**config.mk**
```make
export PLATFORM = sky130hd
export DESIGN_NAME = bfp_shift_scaler
export DESIGN_NICKNAME = d
export VERILOG_FILES = /design/src/rtl/bfp_shift_scaler.sv
export SDC_FILE = /design/constraint.sdc
export NUM_CORES = 1
export LEC_CHECK = 0
export BUFFER_PORTS_ARGS = -buffer_cell sky130_fd_sc_hd__clkbuf_2
export CAP_MARGIN = 15
export CORE_MARGIN = 2
export CORE_UTILIZATION = 35
export CTS_BUF_LIST = sky130_fd_sc_hd__clkbuf_2 sky130_fd_sc_hd__clkbuf_4 sky130_fd_sc_hd__clkbuf_8
export CTS_CLUSTER_SIZE = 10
export DETAILED_ROUTE_END_ITERATION = 12
export PLACE_DENSITY = 0.69
export SYNTH_ARGS = -nofsm -noshare
export SYNTH_HDL_FRONTEND = slang
export SYNTH_SLANG_ARGS = --single-unit
```
**constraint.sdc**
```tcl
create_clock -name clk -period 2.05 [get_ports clk]
set_input_delay 0.205 -clock clk [delete_from_list [all_inputs] [get_ports clk]]
set_output_delay 0.205 -clock clk [all_outputs]
set_load 0.01 [all_outputs]
```
**src/rtl/bfp_shift_scaler.sv**
```systemverilog
// bfp_shift_scaler: registered streaming block-floating-point scaler placed
// between FFT butterfly stages. A per-frame right shift, clamped to MAX_SHIFT,
// is applied to complex samples behind a single output register with a
// valid/ready handshake. The block also accumulates the frame exponent and
// flags growth for the next stage.
// Optional macro: BFP_ROUND_EN. Defined: round-half-up. Undefined: truncate.
module bfp_shift_scaler #(
  parameter int W         = 16,
  parameter int FRAME     = 8,
  parameter int SHW       = 3,
  parameter int MAX_SHIFT = 3,
  parameter int EXPW      = 8
) (
  input  logic            clk,
  input  logic            rst,
  input  logic            in_valid,
  output logic            in_ready,
  input  logic [W-1:0]    in_re,
  input  logic [W-1:0]    in_im,
  input  logic [SHW-1:0]  shift_amt,
  input  logic            exp_clr,
  output logic            out_valid,
  input  logic            out_ready,
  output logic [W-1:0]    out_re,
  output logic [W-1:0]    out_im,
  output logic            out_last,
  output logic            grow_flag,
  output logic [EXPW-1:0] frame_exp
);
  localparam int CW = $clog2(FRAME);

  logic [CW-1:0]   r_cnt;
  logic [SHW-1:0]  r_slat;
  logic            r_grow_acc;
  logic            r_out_valid;
  logic [W-1:0]    r_out_re;
  logic [W-1:0]    r_out_im;
  logic            r_out_last;
  logic            r_grow;
  logic [EXPW-1:0] r_exp;

  logic            w_acc;
  logic            w_pop;
  logic            w_first;
  logic            w_last_in;
  logic [SHW-1:0]  w_clamp;
  logic [SHW-1:0]  w_s;
  logic [W-1:0]    w_re;
  logic [W-1:0]    w_im;
  logic            w_g;
  logic            w_gbase;

  // Sign-extend one bit, add the rounding bias, shift arithmetically, keep W bits.
  function automatic logic [W-1:0] f_scale(input logic [W-1:0] x, input logic [SHW-1:0] s);
    logic [W:0] ext;
    logic [W:0] bias;
    logic [W:0] sum;
    ext  = {x[W-1], x};
    bias = '0;
`ifdef BFP_ROUND_EN
    if (s != '0) bias = (W+1)'(1) << (s - 1'b1);
`endif
    sum  = ext + bias;
    return W'($signed(sum) >>> s);
  endfunction

  assign in_ready  = !r_out_valid || out_ready;
  assign w_acc     = in_valid && in_ready;
  assign w_pop     = r_out_valid && out_ready;
  assign w_first   = (r_cnt == '0);
  assign w_last_in = (r_cnt == CW'(FRAME-1));
  assign w_clamp   = (shift_amt > SHW'(MAX_SHIFT)) ? SHW'(MAX_SHIFT) : shift_amt;
  assign w_s       = w_first ? w_clamp : r_slat;
  assign w_re      = f_scale(in_re, w_s);
  assign w_im      = f_scale(in_im, w_s);
  assign w_g       = (w_re[W-1] != w_re[W-2]) || (w_im[W-1] != w_im[W-2]);
  // Growth history restarts once the previous frame's last sample leaves.
  assign w_gbase   = (w_pop && r_out_last) ? 1'b0 : r_grow_acc;

  // Frame position counter and per-frame shift latch.
  always_ff @(posedge clk) begin
    if (rst) begin
      r_cnt  <= '0;
      r_slat <= '0;
    end else if (w_acc) begin
      r_cnt <= r_cnt + 1'b1;
      if (w_first) r_slat <= w_clamp;
    end
  end

  // Single output register: load on accept, drop valid on pop, hold on stall.
  always_ff @(posedge clk) begin
    if (rst) begin
      r_out_valid <= 1'b0;
      r_out_re    <= '0;
      r_out_im    <= '0;
      r_out_last  <= 1'b0;
    end else if (w_acc) begin
      r_out_valid <= 1'b1;
      r_out_re    <= w_re;
      r_out_im    <= w_im;
      r_out_last  <= w_last_in;
    end else if (w_pop) begin
      r_out_valid <= 1'b0;
      r_out_last  <= 1'b0;
    end
  end

  // OR-accumulate growth over the frame; report it with the last sample only.
  always_ff @(posedge clk) begin
    if (rst) begin
      r_grow_acc <= 1'b0;
      r_grow     <= 1'b0;
    end else if (w_acc) begin
      r_grow_acc <= w_gbase | w_g;
      r_grow     <= w_last_in & (w_gbase | w_g);
    end else begin
      r_grow_acc <= w_gbase;
      if (w_pop) r_grow <= 1'b0;
    end
  end

  // Exponent accumulator: add the new shift at frame start; clear takes priority then adds.
  always_ff @(posedge clk) begin
    if (rst) begin
      r_exp <= '0;
    end else if (exp_clr) begin
      r_exp <= (w_acc && w_first) ? EXPW'(w_clamp) : '0;
    end else if (w_acc && w_first) begin
      r_exp <= r_exp + EXPW'(w_clamp);
    end
  end

  assign out_valid = r_out_valid;
  assign out_re    = r_out_re;
  assign out_im    = r_out_im;
  assign out_last  = r_out_last;
  assign grow_flag = r_grow;
  assign frame_exp = r_exp;
endmodule

```
---- Yosys cells after proc, flatten, opt, wreduce, memory -nomap -nowiden ----
Cells that the tools add are included.
cells by class
  reduce and logical (&&, ||, !) cells .... 10
  bitwise operators ....................... 2
  shift operators ......................... 2
  order comparisons ....................... 1
  equality and inequality tests ........... 3
  multiplexer cells ....................... 11
  add/subtract/negate cells ............... 2
operator list
  kind                                                                              number
  16-bit by 3-bit >>> shifter with 16-bit output                                    2
  8-bit two-way mux                                                                 2
  3-bit two-way mux                                                                 3
  8-bit by 3-bit adder with 8-bit output                                            1
  1-bit two-way mux                                                                 6
  1-bit logical AND                                                                 4
  2-bit nonzero test                                                                2
  3-bit by 1-bit adder with 3-bit output (second input constant)                    1
  3-bit == test (second input constant)                                             1
  3-bit by 2-bit greater-than comparator with 1-bit output (second input constant)  1
  3-bit zero test                                                                   1
  1-bit logical OR                                                                  2
  1-bit != test                                                                     2
  1-bit AND                                                                         1
  1-bit zero test                                                                   1
  1-bit bitwise OR                                                                  1
storage, ports and cells
  word-level logic and storage cells ...... 40
  register bits ........................... 50

---- Longest topological paths before layout ----
Gate-level depths: netlist of run 1.
  depth in word-level cells ............... 9
  gate-level depth with buffers ........... 10
  gate-level depth less buffers ........... 9

---- Worst setup path after synthesis of run 1 ----
Ideal clock, no wire load.
  kind .................................... flip-flop to flip-flop
  start point ............................. reg r_cnt[0]
  end point ............................... reg r_out_im[8] (netlist: out_im[8])
  setup slack ............................. -0.094 ns
  arrival ................................. 2.025 ns
  setup time .............................. 0.119 ns
  stages on the path, launching flop included .. 9
  required time ........................... 1.931 ns
  cells stage by stage .................... dfxtp_1 -> inv_1 -> ha_1 -> or4b_1 -> clkbuf_1 -> o21ai_2 -> mux2_1 -> o21a_1 -> o221a_2
on the way
  longest elaborated chain between the ends .. 3
ends and longest elaborated chain
  item                                            RTL line  RTL
  start: declaration                              32        logic [CW-1:0] r_cnt;
  start signal: assignment                        86        r_cnt <= r_cnt + 1'b1;
  3-bit zero test                                 70        assign w_first = (r_cnt == '0);
  3-bit two-way mux                               n/a
  16-bit by 3-bit >>> shifter with 16-bit output  64        return W'($signed(sum) >>> s);
  end signal: assignment                          101       r_out_im <= w_im;
  end: declaration                                37        logic [W-1:0] r_out_im;
Every way passes these cells.
A chain may end at the register's enable or synchronous reset.

---- Worst setup path in the final report of run 1 ----
  start point ............................. reg r_cnt[0]
  end point ............................... reg r_out_im[11] (netlist: out_im[11])
Same word-level chain as after synthesis.

==> summary.txt, run 1 <==
Outcome
  • Status: finished with violations
  • Failing checks: negative setup slack

STA
  • Final Cycle Share: 1.07
  • Fin crit period: approximately 2200 ps
  • Max-slew headroom: 0.623
  • Final hold violation count: 0
  • Final Setup Violations: 19
  • Final Max Tran Viols: 0
  • Clock skew: 10.2 ps
  • Setup Total Neg Slack: -1000 ps
  • Slew @ Worst Pin: 565 ps
  • RSZ-0062 raised after global routing: true
  • Highest Clock Rate: 454 MHz
  • Final worst setup slack: -154 ps

Critical path
  • Critical path endpoint category: register
  • Worst r2r dst: out_im[11]
  • Worst-case reg-to-reg path depth: 9
  • CP Class: reg -> reg
  • Critical Path RT: approximately 2300 ps
  • CP arrival: 2430 ps
  • R2R Setup Slk: -150 ps
  • CP startpoint kind: register
  • FF-to-FF Start: r_cnt[0]
  • Crit Path Max Fanout: 8

Power
  • Total Power: around 3.3 mW
  • Pwr/cell area: 752 mW/mm²
  • Leak: 1.91 nW
  • IR drop worst, VDD: about 430 µV

Detailed routing
  • Top routing layer used: met4
  • Pre-antenna DRT Iters: 4
  • Vias/cell: 5.43
  • Number of DRC markers in iteration 0: between 150 and 200
  • Vias: ~3.2k
  • Final WL: 9.83 mm
  • Met2 WL post-DR: 4.90 mm
  • DR WL/cell: 16.9 µm
  • Antenna Violating Nets Remaining: 0
  • Wire length on met3: 589 µm
  • DRC: 0
  • Met1 wire length: 4.15 mm

Global route
  • Global Route Usage Sum: 0.182
  • Vias in the first global route: 3026
  • Largest net degree at the start of global routing: 32
  • First-pass GRT wire length: 14.7 mm
  • GRT overflow: 0
  • Antenna violations before repair: 0

Die
  • Core area: 0.00872 mm²
  • Starting density of the core: 0.361
  • Die outline area: around 0.0098 mm²
  • Die Wd: 98.9 µm
  • # rows: 34
  • Ports: 84
  • Die Ht: 98.9 µm

Synth
  • Post-synth EDFFs: 0
  • Dominant cells by area after synthesis: dfxtp_1 (32%), mux2i_1 (15%), nor2_1 (7.9%), o221a_1 (6.4%), o211ai_1 (3.8%)
  • Ys Warns: 0
  • Mean Syn Cell Area: 8.63 µm²
  • Area share of the largest cell type after synthesis: 0.318
  • Top cells by count, synth: nor2_1 (66), dfxtp_1 (50), mux2i_1 (46)
  • Seq cells post-synth: 50
  • Post-synthesis cell count: 365
  • Most used DFF post-synth: dfxtp_1
  • Post-synth ARST share: 0
  • Top-count cell post-synth: nor2_1
  • Largest area contributor in the netlist: dfxtp_1
  • Synth unique cells: just over 50
  • Sequential element share of the synthesized area: 0.318
  • Syn_nets: 412
  • Mapped cell area: 0.00315 mm²

Final layout
  • Layout cell share with drive strength beyond 1: 0.391
  • Layout area overhead: 39.7%
  • Nets: a little over 500
  • Fillcell total: 800
  • Ant diodes: 0
  • Util after Layout: 0.504
  • Cell Count, Final, Fillers Out: 581

Clock network
  • Worst-path clk slew: 90 ps
  • CTS root buf: clkbuf_8
  • Clock Path Buffers: 2
  • # clock sinks: 50
  • Hold buffers post-CTS: 0
  • CTS tree: yes
  • CTS Buf Count: 5
  • H-tree depth: 2
  • Clk_lat worst skew: 310 ps

Placement
  • Placed cell count: 560
  • Final GP Congestion: 0.845
  • DP HPWL: 6.86 mm
  • Port Buffers: 83

Min path
  • Worst hold endpoint: frame_exp[1]
  • Hold Startpoint: exp_clr
  • Cells on Worst Hold Path: 3
  • Hold WC Path Type: in -> reg

Flow run
  • Max cap viols: 0
worst max path at each step:
stage | startpoint | to | slack [ps] | cells past startpoint
2_1_floorplan | r_cnt[1] | out_re[4] | -50 | 10
3_3_place_gp | r_cnt[1] | out_im[13] | -60 | 7
3_5_place_dp | r_cnt[1] | out_re[12] | -170 | 8
4_1_cts | r_cnt[1] | out_im[8] | -40 | 7
5_1_grt | r_cnt[0] | out_im[11] | -200 | 9
6_report | r_cnt[0] | out_im[11] | -150 | 9
through the flow:
stage	worst slack, ps	hold slack [ps]	instance area, µm²
2_1_floorplan	-49.5	326	3180
3_3_place_gp	-58.7	443	3870
3_5_place_dp	-170	446	3870
4_1_cts	-35.5	187	4060
5_1_grt	-199	204	4400
6_report	-154	195	4400
repair_timing:
action                                  in CTS  in global routing
cloned                                       0                  1
pin swaps                                    3                 28
resized for setup                           22                 45
endpoints found under the setup margin      32                 34
setup buffers                                0                 12
registers in the layout, indices dropped and copies added, names as in the netlist:
register,flops
out_im,16
out_re,16
frame_exp,8
r_cnt,3
r_slat,3
grow_flag,1
out_last,1
out_valid,1
r_grow_acc,1
routing by layer:
metal / vias to the layer above / GRT usage
met5: - / 0
met4: 0 / 0.0590
met3: 13 / 0.0355
met2: 98 / 0.313
met1: 1508 / 0.230
li1: 1536 / -
where the power goes:
group          total [mW]  switching, mW  internal (mW)
registers            1.11         0.0530           1.05
logic                1.52          0.747          0.773
clock network       0.681          0.339          0.342
worst max-delay path, stage by stage (launching register included):
cell	delay [ps]
dfxtp_2	330
inv_2	60
ha_4	130
or4b_4	500
o21a_4	170
buf_12	150
buf_8	130
o211ai_2	200
nand3_2	150
a311oi_2	290
cells by family (layout without fill, tap and decap cells):
kind of cell | after synthesis | after routing | synth area share
AO/OA/AOI/OAI | 91 | 91 | 0.239
XOR/XNOR | 7 | 7 | 0.0195
adder cells (fa/ha/maj) | 7 | 7 | 0.0302
buffers and inverters | 40 | 148 | 0.0620
flip-flops | 50 | 50 | 0.318
multiplexers | 49 | 49 | 0.157
other | 1 | 1 | 0.00119
AND/OR/NAND/NOR | 120 | 120 | 0.173
layout by cell type (no fill, tap or decap), drive strengths merged, types with 3 or more instances in the layout:
cell / n
clkbuf: 92
a21oi: 18
and2: 6
nor2: 66
mux2: 3
dfxtp: 50
xnor2: 4
buf: 44
nand2: 23
mux2i: 46
o21a: 5
inv: 12
o221a: 20
nor2b: 4
xor2: 3
ha: 6
o211ai: 19
a211o: 3
a311oi: 7
o21ai: 10
nand3: 6
final cells by class:
| class | instances | area [µm²] | area share |
|---|---|---|---|
| clock buffers | 8 | 110 | 0.0250 |
| well taps | 108 | 135 | 0.0307 |
| multi-input cells | 275 | 2210 | 0.504 |
| flip-flops and latches | 50 | 1000 | 0.228 |
| repair buffers | 128 | 890 | 0.202 |
| inverters | 12 | 45.0 | 0.0102 |
Note: power is estimated with default switching activity, not from simulation.
==> run 2, diff against run 1 <==
Settings changed: GPL_TIMING_DRIVEN from default to 0.
==> run 2 against run 1 <==
Effect of this change:
- the flow still finishes with violations (negative setup slack)
- largest power group unchanged
- cell count unchanged
- highest routed layer unchanged
- count of clock-buffer cells in the layout is 1 lower
- largest cell class unchanged
- flip-flop and latch count stayed put
==> summary.txt, run 2 (same netlist as run 1, synthesis figures left out) <==
Critical path
  • CP Cell Sequence: inv_2 -> ha_4 -> or4b_4 -> o21ai_2 -> buf_6 -> mux2i_2 -> mux2i_1 -> o221a_2
  • Critical Path RT: approximately 2300 ps
  • CP Class: reg -> reg
  • CP startpoint kind: register
  • Crit Path Max Fanout: 5
  • CP max stage delay: 490 ps
  • Slowest stage cell, crit path: or4b_4
  • Stages on worst setup path: 8
  • Worst-case reg-to-reg path depth: 8
  • Critical path endpoint category: register
  • Largest delay share family, worst path: simple AND/OR/NAND/NOR gates
  • CP arrival: 2410 ps
  • CP Buf/Inv Count: 2

Power
  • IR drop worst, VDD: 340 µV
  • Pwr/cell area: 747 mW/mm²
  • Total Power: 3.17 mW
  • Leak: about 1.8 nW

STA
  • Highest Clock Rate: 455 MHz
  • Final worst setup slack: -147 ps
  • Final Setup Violations: 29
  • Clock skew: 4.40 ps
  • Fin crit period: 2200 ps
  • Final Max Tran Viols: 0
  • Slew @ Worst Pin: 560 ps
  • Final hold violation count: 0
  • RSZ-0062 raised after global routing: true
  • Setup Total Neg Slack: -2690 ps
  • Final Cycle Share: 1.07
  • Max-slew headroom: 0.627

Final layout
  • Fillcell total: between 800 and 900
  • Layout cell share with drive strength beyond 1: 0.355
  • Ant diodes: 0
  • Layout area overhead: 34.7%
  • Nets: 519
  • Post-route design area: 0.00424 mm²
  • Cell Count, Final, Fillers Out: 581
  • Commonest non-fill, non-tap cells in the layout: clkbuf_2 (86), nor2_1 (66), dfxtp_1 (48)
  • Most common cell after layout, fill and taps aside: clkbuf_2

Detailed routing
  • DR WL/cell: 17.1 µm
  • Vias: 3203
  • DRC: 0
  • Vias/cell: 5.51
  • Pre-antenna DRT Iters: 6
  • Final WL: 9.93 mm
  • Antenna Violating Nets Remaining: 0
  • Number of DRC markers in iteration 0: around 280

Clock network
  • Hold buffers post-CTS: 0
  • Clk_lat worst skew: 310 ps
  • CTS Buf Count: 5
  • CTS tree: yes
  • Clock Path Buffers: 2
  • # clock sinks: 50
  • H-tree depth: 2
  • Worst-path clk slew: 100 ps
  • CTS root buf: clkbuf_8

Outcome
  • Failing checks: negative setup slack
  • Status: finished with violations

Die
  • Die Wd: 98.9 µm
  • Ports: 84
  • Core area: 0.00872 mm²
  • Die Ht: 98.9 µm
  • Starting density of the core: 0.361
  • # rows: 34
  • Die outline area: 0.00977 mm²

Min path
  • Cells on Worst Hold Path: 3
  • Hold WC Path Type: in -> reg

Placement
  • Final GP Congestion: 0.904
  • Dpl cell area: 0.00373 mm²
  • Placed cell count: between 500 and 600
  • Port Buffers: 83
  • DP HPWL: 6.94 mm

Flow run
  • Max cap viols: 0

Global route
  • First-pass GRT wire length: 15.7 mm
  • Vias in the first global route: 3142
  • Global Route Usage Sum: 0.199
  • Antenna violations before repair: 0
  • Largest net degree at the start of global routing: 15
  • GRT overflow: 0
-- run 2: stage by stage --
step / hold slack [ps] / setup WS, ps / util
finish: 191 / -147 / 0.486
global route: 204 / -222 / 0.486
CTS: 187 / -141 / 0.466
detailed placement: 451 / -329 / 0.428
global placement: 449 / -258 / 0.428
floorplan: 326 / -49.5 / -
-- run 2: cell type report --
cell class,count,area [µm²],share of cell area
buffer,25,175,0.0413
clock buffer,7,90.1,0.0212
clock inverter,1,5.00,0.00118
inverter,12,45.0,0.0106
multi-input combinational,276,2180,0.513
sequential,50,1000,0.237
tap,108,135,0.0319
timing repair buffer,102,612,0.144
-- run 2: worst reg2reg max path: cells and delay by family (launching register included) --
| family | cells | cell delay (ps) |
|---|---|---|
| AND/OR/NAND/NOR | 1 | 500 |
| AO/OA/AOI/OAI | 2 | 440 |
| multiplexers | 2 | 410 |
| flip-flops | 1 | 340 |
| buffers and inverters | 2 | 270 |
| adder cells (fa/ha/maj) | 1 | 140 |
-- run 2: power by group --
part / switching [mW] / total [mW] / internal (mW)
registers: 0.0557 / 1.11 / 1.05
clock network: 0.349 / 0.635 / 0.287
logic: 0.727 / 1.43 / 0.698
total: 1.13 / 3.17 / 2.04
-- run 2: path summary, 6_finish.rpt --
| path | slack, ps | endpoint | start |
|---|---|---|---|
| setup reg to reg | -150 | out_re[6] | r_cnt[0] |
| setup / recovery | -150 | out_re[6] | r_cnt[0] |
| hold reg to reg | 460 | out_re[15] | out_re[15] |
| hold / removal | 190 | frame_exp[1] | exp_clr |
-- run 2: per-layer routing --
layer / track usage / wire (µm) / part of all wire
met1: 0.252 / 4050 / 0.41
met2: 0.336 / 4830 / 0.49
met3: 0.0426 / 805 / 0.081
met4: 0.0706 / 238 / 0.024
met5: 0 / 0 / 0
-- run 2: timing repair --
action	CTS	global route
gates cloned	2	1
resized for setup	28	36
pin swaps	18	10
setup buffers	14	3
setup endpoints to repair	42	42
